`config.mk`:
```
export PLATFORM = sky130hd
export DESIGN_NAME = mc_control_flat
export DESIGN_NICKNAME = d
export VERILOG_FILES = /design/src/rtl/mc_control_if.sv /design/src/rtl/mc_control.sv /design/src/flat_wrapper.sv
export SDC_FILE = /design/constraint.sdc
export NUM_CORES = 1
export LEC_CHECK = 0
export CAP_MARGIN = 20
export CORE_MARGIN = 2
export CORE_UTILIZATION = 44
export DETAILED_ROUTE_END_ITERATION = 12
export PLACE_DENSITY = 0.95
export REMOVE_ABC_BUFFERS = 1
export SYNTH_ARGS = -nofsm -noshare
export SYNTH_HDL_FRONTEND = slang
export SYNTH_SLANG_ARGS = --single-unit
```
`constraint.sdc`:
```
create_clock -name i_clk -period 3.6 [get_ports i_clk]
set_input_delay 0.72 -clock i_clk [delete_from_list [all_inputs] [get_ports i_clk]]
set_output_delay 0.72 -clock i_clk [all_outputs]
set_load 0.01 [all_outputs]
```
`src/rtl/mc_control_if.sv`:
```
// Control-unit bundle: IR fields, ALU zero flag and memory ready in; datapath strobes out.
// master = control unit, slave = datapath side.
interface mc_control_if;
    logic [5:0] i_opcode;
    logic [5:0] i_funct;
    logic       i_zf;
    logic       i_mem_ready;
    logic       o_pc_write;
    logic       o_iord;
    logic       o_mem_write;
    logic       o_ir_write;
    logic       o_reg_dst;
    logic       o_mem_to_reg;
    logic       o_reg_write;
    logic       o_alu_src_a;
    logic [1:0] o_alu_src_b;
    logic       o_zero_ext;
    logic       o_shift_sel;
    logic [1:0] o_pc_src;
    logic [3:0] o_alu_control;
    logic       o_illegal;

    modport master (
        input  i_opcode, i_funct, i_zf, i_mem_ready,
        output o_pc_write, o_iord, o_mem_write, o_ir_write, o_reg_dst, o_mem_to_reg,
               o_reg_write, o_alu_src_a, o_alu_src_b, o_zero_ext, o_shift_sel, o_pc_src,
               o_alu_control, o_illegal
    );

    modport slave (
        output i_opcode, i_funct, i_zf, i_mem_ready,
        input  o_pc_write, o_iord, o_mem_write, o_ir_write, o_reg_dst, o_mem_to_reg,
               o_reg_write, o_alu_src_a, o_alu_src_b, o_zero_ext, o_shift_sel, o_pc_src,
               o_alu_control, o_illegal
    );
endinterface

```
`src/rtl/mc_control.sv`:
```
// Multi-cycle MIPS control unit (Moore FSM). Define MC_CONTROL_BNE_EN to add bne (opcode 0x05);
// otherwise 0x05 decodes as illegal and BRANCH is beq only.
module mc_control (
    input  logic         i_clk,
    input  logic         i_rst,
    mc_control_if.master bus
);
    typedef enum logic [3:0] {
        StFetch, StDecode, StMemAdr, StMemRd, StMemWb, StMemWr,
        StExec, StAluWb, StBranch, StIExec, StIWb, StJump
    } state_e;

    localparam logic [3:0] AluAdd  = 4'd0;
    localparam logic [3:0] AluSub  = 4'd1;
    localparam logic [3:0] AluAnd  = 4'd2;
    localparam logic [3:0] AluOr   = 4'd3;
    localparam logic [3:0] AluNor  = 4'd4;
    localparam logic [3:0] AluXor  = 4'd5;
    localparam logic [3:0] AluSll  = 4'd6;
    localparam logic [3:0] AluSrl  = 4'd7;
    localparam logic [3:0] AluSltu = 4'd8;

    state_e     state_q, state_d, dispatch;
    logic       r_ok, r_shift, imm_zext;
    logic [3:0] r_alu, imm_alu;

    always_ff @(posedge i_clk or posedge i_rst) begin
        if (i_rst) state_q <= StFetch;
        else       state_q <= state_d;
    end

    // Instruction decode from the IR fields; only consumed in DECODE/EXEC/IEXEC.
    always_comb begin
        r_ok    = 1'b1;
        r_alu   = AluAdd;
        r_shift = 1'b0;
        case (bus.i_funct)
            6'h20, 6'h21: r_alu = AluAdd;
            6'h22, 6'h23: r_alu = AluSub;
            6'h24:        r_alu = AluAnd;
            6'h25:        r_alu = AluOr;
            6'h26:        r_alu = AluXor;
            6'h27:        r_alu = AluNor;
            6'h2B:        r_alu = AluSltu;
            6'h00: begin r_alu = AluSll; r_shift = 1'b1; end
            6'h02: begin r_alu = AluSrl; r_shift = 1'b1; end
            default:      r_ok = 1'b0;
        endcase

        imm_alu  = AluAdd;
        imm_zext = 1'b0;
        case (bus.i_opcode)
            6'h0B: imm_alu = AluSltu;
            6'h0C: begin imm_alu = AluAnd; imm_zext = 1'b1; end
            6'h0D: begin imm_alu = AluOr;  imm_zext = 1'b1; end
            6'h0E: begin imm_alu = AluXor; imm_zext = 1'b1; end
            default: ;
        endcase

        dispatch = StFetch;
        case (bus.i_opcode)
            6'h23, 6'h2B: dispatch = StMemAdr;
            6'h00:        dispatch = r_ok ? StExec : StFetch;
            6'h04:        dispatch = StBranch;
`ifdef MC_CONTROL_BNE_EN
            6'h05:        dispatch = StBranch;
`endif
            6'h08, 6'h09, 6'h0B, 6'h0C, 6'h0D, 6'h0E: dispatch = StIExec;
            6'h02:        dispatch = StJump;
            default: ;
        endcase
    end

    always_comb begin
        state_d = state_q;
        case (state_q)
            StFetch:  if (bus.i_mem_ready) state_d = StDecode;
            StDecode: state_d = dispatch;
            StMemAdr: state_d = (bus.i_opcode == 6'h2B) ? StMemWr : StMemRd;
            StMemRd:  if (bus.i_mem_ready) state_d = StMemWb;
            StMemWr:  if (bus.i_mem_ready) state_d = StFetch;
            StExec:   state_d = StAluWb;
            StIExec:  state_d = StIWb;
            default:  state_d = StFetch;
        endcase
    end

    always_comb begin
        bus.o_pc_write    = 1'b0;
        bus.o_iord        = 1'b0;
        bus.o_mem_write   = 1'b0;
        bus.o_ir_write    = 1'b0;
        bus.o_reg_dst     = 1'b0;
        bus.o_mem_to_reg  = 1'b0;
        bus.o_reg_write   = 1'b0;
        bus.o_alu_src_a   = 1'b0;
        bus.o_alu_src_b   = 2'b00;
        bus.o_zero_ext    = 1'b0;
        bus.o_shift_sel   = 1'b0;
        bus.o_pc_src      = 2'b00;
        bus.o_alu_control = AluAdd;
        bus.o_illegal     = 1'b0;
        case (state_q)
            StFetch: begin
                bus.o_alu_src_b = 2'b01;
                bus.o_ir_write  = bus.i_mem_ready;
                bus.o_pc_write  = bus.i_mem_ready;
            end
            StDecode: begin
                bus.o_alu_src_b = 2'b11;
                bus.o_illegal   = (dispatch == StFetch);
            end
            StMemAdr: begin
                bus.o_alu_src_a = 1'b1;
                bus.o_alu_src_b = 2'b10;
            end
            StMemRd: bus.o_iord = 1'b1;
            StMemWb: begin
                bus.o_mem_to_reg = 1'b1;
                bus.o_reg_write  = 1'b1;
            end
            StMemWr: begin
                bus.o_iord      = 1'b1;
                bus.o_mem_write = 1'b1;
            end
            StExec: begin
                bus.o_alu_src_a   = 1'b1;
                bus.o_alu_control = r_alu;
                bus.o_shift_sel   = r_shift;
            end
            StAluWb: begin
                bus.o_reg_dst   = 1'b1;
                bus.o_reg_write = 1'b1;
            end
            StBranch: begin
                bus.o_alu_src_a   = 1'b1;
                bus.o_alu_control = AluSub;
                bus.o_pc_src      = 2'b01;
`ifdef MC_CONTROL_BNE_EN
                bus.o_pc_write    = (bus.i_opcode == 6'h05) ? !bus.i_zf : bus.i_zf;
`else
                bus.o_pc_write    = bus.i_zf;
`endif
            end
            StIExec: begin
                bus.o_alu_src_a   = 1'b1;
                bus.o_alu_src_b   = 2'b10;
                bus.o_alu_control = imm_alu;
                bus.o_zero_ext    = imm_zext;
            end
            StIWb: bus.o_reg_write = 1'b1;
            StJump: begin
                bus.o_pc_src   = 2'b10;
                bus.o_pc_write = 1'b1;
            end
            default: ;
        endcase
        // Reset is asynchronous, so the strobes must be gated combinationally too.
        if (i_rst) begin
            bus.o_pc_write  = 1'b0;
            bus.o_ir_write  = 1'b0;
            bus.o_mem_write = 1'b0;
            bus.o_reg_write = 1'b0;
        end
    end
endmodule

```
`src/flat_wrapper.sv`:
```
// flat-port wrapper written by rule: the top's interface ports become plain ports
module mc_control_flat 
  (i_clk, i_rst, bus_i_opcode, bus_i_funct, bus_i_zf, bus_i_mem_ready, bus_o_pc_write, bus_o_iord, bus_o_mem_write, bus_o_ir_write, bus_o_reg_dst, bus_o_mem_to_reg, bus_o_reg_write, bus_o_alu_src_a, bus_o_alu_src_b, bus_o_zero_ext, bus_o_shift_sel, bus_o_pc_src, bus_o_alu_control, bus_o_illegal);
  mc_control_if bus_i ();
  input  logic i_clk;
  input  logic i_rst;
  input wire logic [$bits(bus_i.i_opcode)-1:0] bus_i_opcode;
  input wire logic [$bits(bus_i.i_funct)-1:0] bus_i_funct;
  input wire logic [$bits(bus_i.i_zf)-1:0] bus_i_zf;
  input wire logic [$bits(bus_i.i_mem_ready)-1:0] bus_i_mem_ready;
  output wire logic [$bits(bus_i.o_pc_write)-1:0] bus_o_pc_write;
  output wire logic [$bits(bus_i.o_iord)-1:0] bus_o_iord;
  output wire logic [$bits(bus_i.o_mem_write)-1:0] bus_o_mem_write;
  output wire logic [$bits(bus_i.o_ir_write)-1:0] bus_o_ir_write;
  output wire logic [$bits(bus_i.o_reg_dst)-1:0] bus_o_reg_dst;
  output wire logic [$bits(bus_i.o_mem_to_reg)-1:0] bus_o_mem_to_reg;
  output wire logic [$bits(bus_i.o_reg_write)-1:0] bus_o_reg_write;
  output wire logic [$bits(bus_i.o_alu_src_a)-1:0] bus_o_alu_src_a;
  output wire logic [$bits(bus_i.o_alu_src_b)-1:0] bus_o_alu_src_b;
  output wire logic [$bits(bus_i.o_zero_ext)-1:0] bus_o_zero_ext;
  output wire logic [$bits(bus_i.o_shift_sel)-1:0] bus_o_shift_sel;
  output wire logic [$bits(bus_i.o_pc_src)-1:0] bus_o_pc_src;
  output wire logic [$bits(bus_i.o_alu_control)-1:0] bus_o_alu_control;
  output wire logic [$bits(bus_i.o_illegal)-1:0] bus_o_illegal;
  assign bus_i.i_opcode = bus_i_opcode;
  assign bus_i.i_funct = bus_i_funct;
  assign bus_i.i_zf = bus_i_zf;
  assign bus_i.i_mem_ready = bus_i_mem_ready;
  assign bus_o_pc_write = bus_i.o_pc_write;
  assign bus_o_iord = bus_i.o_iord;
  assign bus_o_mem_write = bus_i.o_mem_write;
  assign bus_o_ir_write = bus_i.o_ir_write;
  assign bus_o_reg_dst = bus_i.o_reg_dst;
  assign bus_o_mem_to_reg = bus_i.o_mem_to_reg;
  assign bus_o_reg_write = bus_i.o_reg_write;
  assign bus_o_alu_src_a = bus_i.o_alu_src_a;
  assign bus_o_alu_src_b = bus_i.o_alu_src_b;
  assign bus_o_zero_ext = bus_i.o_zero_ext;
  assign bus_o_shift_sel = bus_i.o_shift_sel;
  assign bus_o_pc_src = bus_i.o_pc_src;
  assign bus_o_alu_control = bus_i.o_alu_control;
  assign bus_o_illegal = bus_i.o_illegal;
  mc_control u_core (.i_clk(i_clk), .i_rst(i_rst), .bus(bus_i));
endmodule
```
==> Flow_metrics.wiki <==
{| class="wikitable"
! Metric !! Value
|-
| P per Cell Area || 365 nW/um^2
|-
| I/O pin total || 35
|-
| Die width || 45.1 microns
|-
| Total inserted antenna cells || 0
|-
| Gr usage total || 0.250
|-
| Post-detailed-route wirelength per cell || 14.4 microns
|-
| Number of post-CTS setup repair buffers || 0
|-
| Element type at the critical path start || input port
|-
| RSZ-0062 raised after global routing || false
|-
| Most common cell after layout, fill and taps aside || sky130_fd_sc_hd__clkdlybuf4s50_1
|-
| Final worst path period share || 0.958
|-
| Cell count after synthesis || 107
|-
| H-Tree Depth || 1
|-
| Clock period minus worst slack || 3.45 ns
|-
| Internal reg-to-reg setup slack || 2.11 ns
|-
| Synthesis warning total || 0
|-
| Layout cells sized above 1 || 0.0791
|-
| Area growth, synth to finish || 49.2%
|-
| WL final || 2.23 mm
|-
| Run status || complete, no violations
|-
| CTS resizes || 0
|-
| Worst Max-Slew Pin Slew || 0.492 ns
|-
| Global-route wire length before repair || 3.82 mm
|-
| Antenna violations before repair || 0
|-
| CP endpoint kind || output port
|-
| Most frequent cells in the layout || sky130_fd_sc_hd__clkdlybuf4s50_1 (33), sky130_fd_sc_hd__nor2_1 (10), sky130_fd_sc_hd__inv_1 (9), sky130_fd_sc_hd__nor3_1 (8), sky130_fd_sc_hd__a21oi_1 (7)
|-
| Vias in the first global route || 951
|-
| Crit Path Class || in -> out
|-
| Number of core rows || 14
|-
| Register bank with the most flops || u_core.state_q
|-
| Number of nets with antenna violations after routing || 0
|-
| Final hold violations || 0
|-
| CTS Buf Count || 3
|-
| Syn Std Cell Area || 742 sq um
|-
| Residual overflow from global routing || 0
|-
| Max-slew headroom at the worst pin || 0.672
|-
| Skew-Pair Late Insertion Delay || 0.23 ns
|-
| Post-CTS Hold Fix Bufs || 0
|-
| Sequential Area || 100 sq um
|-
| Post-Place Cells || 152
|-
| Maximum root-to-sink buffer count || 2
|-
| Height of the die || 45.1 microns
|-
| Clock-pin slew on the worst setup and hold paths || 0.03 ns
|-
| Number of clock sinks || 4
|-
| Worst EP required || 2.88 ns
|-
| Count of filler cells inserted in the layout || 118
|-
| Count of final setup violators || 0
|-
| Count of buffers inserted at the top-level ports || 34
|-
| #FFs+latches synth || 4
|-
| Floorplan Core Area || 1540 sq um
|-
| Fin nets || 157
|-
| Pin count of the biggest net entering global routing || 17
|-
| Router iterations before antenna repair || 5
|-
| Area enclosed by the die boundary || 2030 sq um
|-
| Post-synthesis cell type count || 42
|-
| Sequential cell area fraction in the yosys report || 0.135
|-
| Post-synthesis area per instance || 6.93 sq um
|-
| Worst Hold Class || in -> async
|-
| Combined area of the multi-input logic cells || 569 sq um
|-
| Setup clock skew after layout || 0.000739 ns
|-
| # DRC || 0
|-
| Share of async-settable or async-resettable flops after synthesis || 1.00
|-
| Biggest fanout along the worst timing path || 6
|-
| Routability cong. || 0.910
|-
| Total Neg Setup Slack || 0 ns
|-
| Detailed placer's ending HPWL || 1.78 mm
|-
| Critical path data arrival time || 2.73 ns
|-
| Post-route non-filler standard cell count || 155
|-
| Initial Util || 0.481
|-
| CTS Root Cell || sky130_fd_sc_hd__clkbuf_4
|-
| Final-report max-slew violation count || 0
|-
| Maximum ir drop on the vdd rail || 308 uV
|-
| Post-synth EDFFs || 0
|-
| Vias || 956
|-
| 1st-iter DRT viols || 13
|-
| Reported leakage power || 0.424 nW
|-
| Mean number of vias per cell || 6.17
|-
| Most used flip-flop cell after synthesis || sky130_fd_sc_hd__dfrtp_1
|-
| CTS tree || built
|-
| Largest registers in the final layout || u_core.state_q: 4 flops
|-
| Number of maximum-capacitance violations || 0
|-
| Fmax || 0.290 GHz
|-
| Flip-flop count of the largest register, all copies and words added || 4
|}
-- where the power goes --
| part | switching (mW) | internal (mW) |
|---|---|---|
| Sequential | 0.0412 | 0.0564 |
| Clock | 0.0164 | 0.0372 |
| Combinational | 0.118 | 0.135 |
-- through the flow --
step           hold slack [ns]  power (mW)  utilization  cell area (sq um)  setup slack [ns]
2_1_floorplan            0.491       0.225            -                704              1.19
3_3_place_gp             0.751       0.344        0.700               1080             0.178
3_5_place_dp             0.782       0.349        0.700               1080             0.156
4_1_cts                  0.775       0.408        0.715               1100             0.143
5_1_grt                  0.832       0.439        0.718               1110            0.0235
6_report                 0.785       0.405        0.718               1110             0.150
-- critical path, cell delays in order --
cell,delay (ns)
sky130_fd_sc_hd__clkdlybuf4s50_1,0.52
sky130_fd_sc_hd__or3_1,0.43
sky130_fd_sc_hd__a2111oi_2,0.33
sky130_fd_sc_hd__a21oi_1,0.10
sky130_fd_sc_hd__nor3b_1,0.16
sky130_fd_sc_hd__clkdlybuf4s50_1,0.47
-- worst paths after layout --
path,end,depth (start not counted),startpoint
worst min register to register,u_core.state_q[0],1,u_core.state_q[3]
max in group asynchronous,u_core.state_q[3],2,i_rst
worst min-delay path,u_core.state_q[0],2,i_rst
min in group i_clk,u_core.state_q[0],1,u_core.state_q[3]
worst max register to register,u_core.state_q[2],4,u_core.state_q[2]
worst max-delay path,bus_o_illegal,6,bus_i_opcode[0]
-- Yosys cell counts, drive strengths merged, types with 2 or more instances --
cell type,instances,share of area
nor2,11,0.056
inv,10,0.051
nor3,8,0.054
a21oi,7,0.047
nand2b,7,0.079
nand2,6,0.030
clkbuf,5,0.025
dfrtp,4,0.13
a31oi,3,0.025
nor2b,3,0.025
nor3b,3,0.030
o21ai,3,0.020
a22oi,2,0.020
buf,2,0.025
mux2i,2,0.027
nand4,2,0.017
nand4b,2,0.024
o22ai,2,0.017
o32ai,2,0.024
or2,2,0.017
or3,2,0.017
xnor2,2,0.024
-- cell type report --
type                       count  share of cell area
multi-input combinational     86               0.514
timing repair buffer          36               0.323
sequential                     4              0.0904
clock buffer                   3              0.0203
inverter                      10              0.0339
tap                           16              0.0181
-- cells by family (layout without fill, tap and decap cells) --
group | Yosys count | count (layout) | share of synthesized area
flops | 4 | 4 | 0.135
mux | 2 | 2 | 0.0270
fa+ha+maj | 1 | 1 | 0.0135
xor+xnor | 2 | 2 | 0.0236
buf+inv | 17 | 49 | 0.101
simple gates | 53 | 53 | 0.428
compound gates | 28 | 28 | 0.271
-- layer usage --
metal,part of all wire,wire length (microns),GRT usage,vias up
met3,0.066,148,0.0320,0
met4,0,0,0.118,0
li1,-,-,-,462
met2,0.53,1180,0.449,39
met1,0.40,900,0.291,455
met5,0,0,0,-
Power figures use the tool's default switching activity.
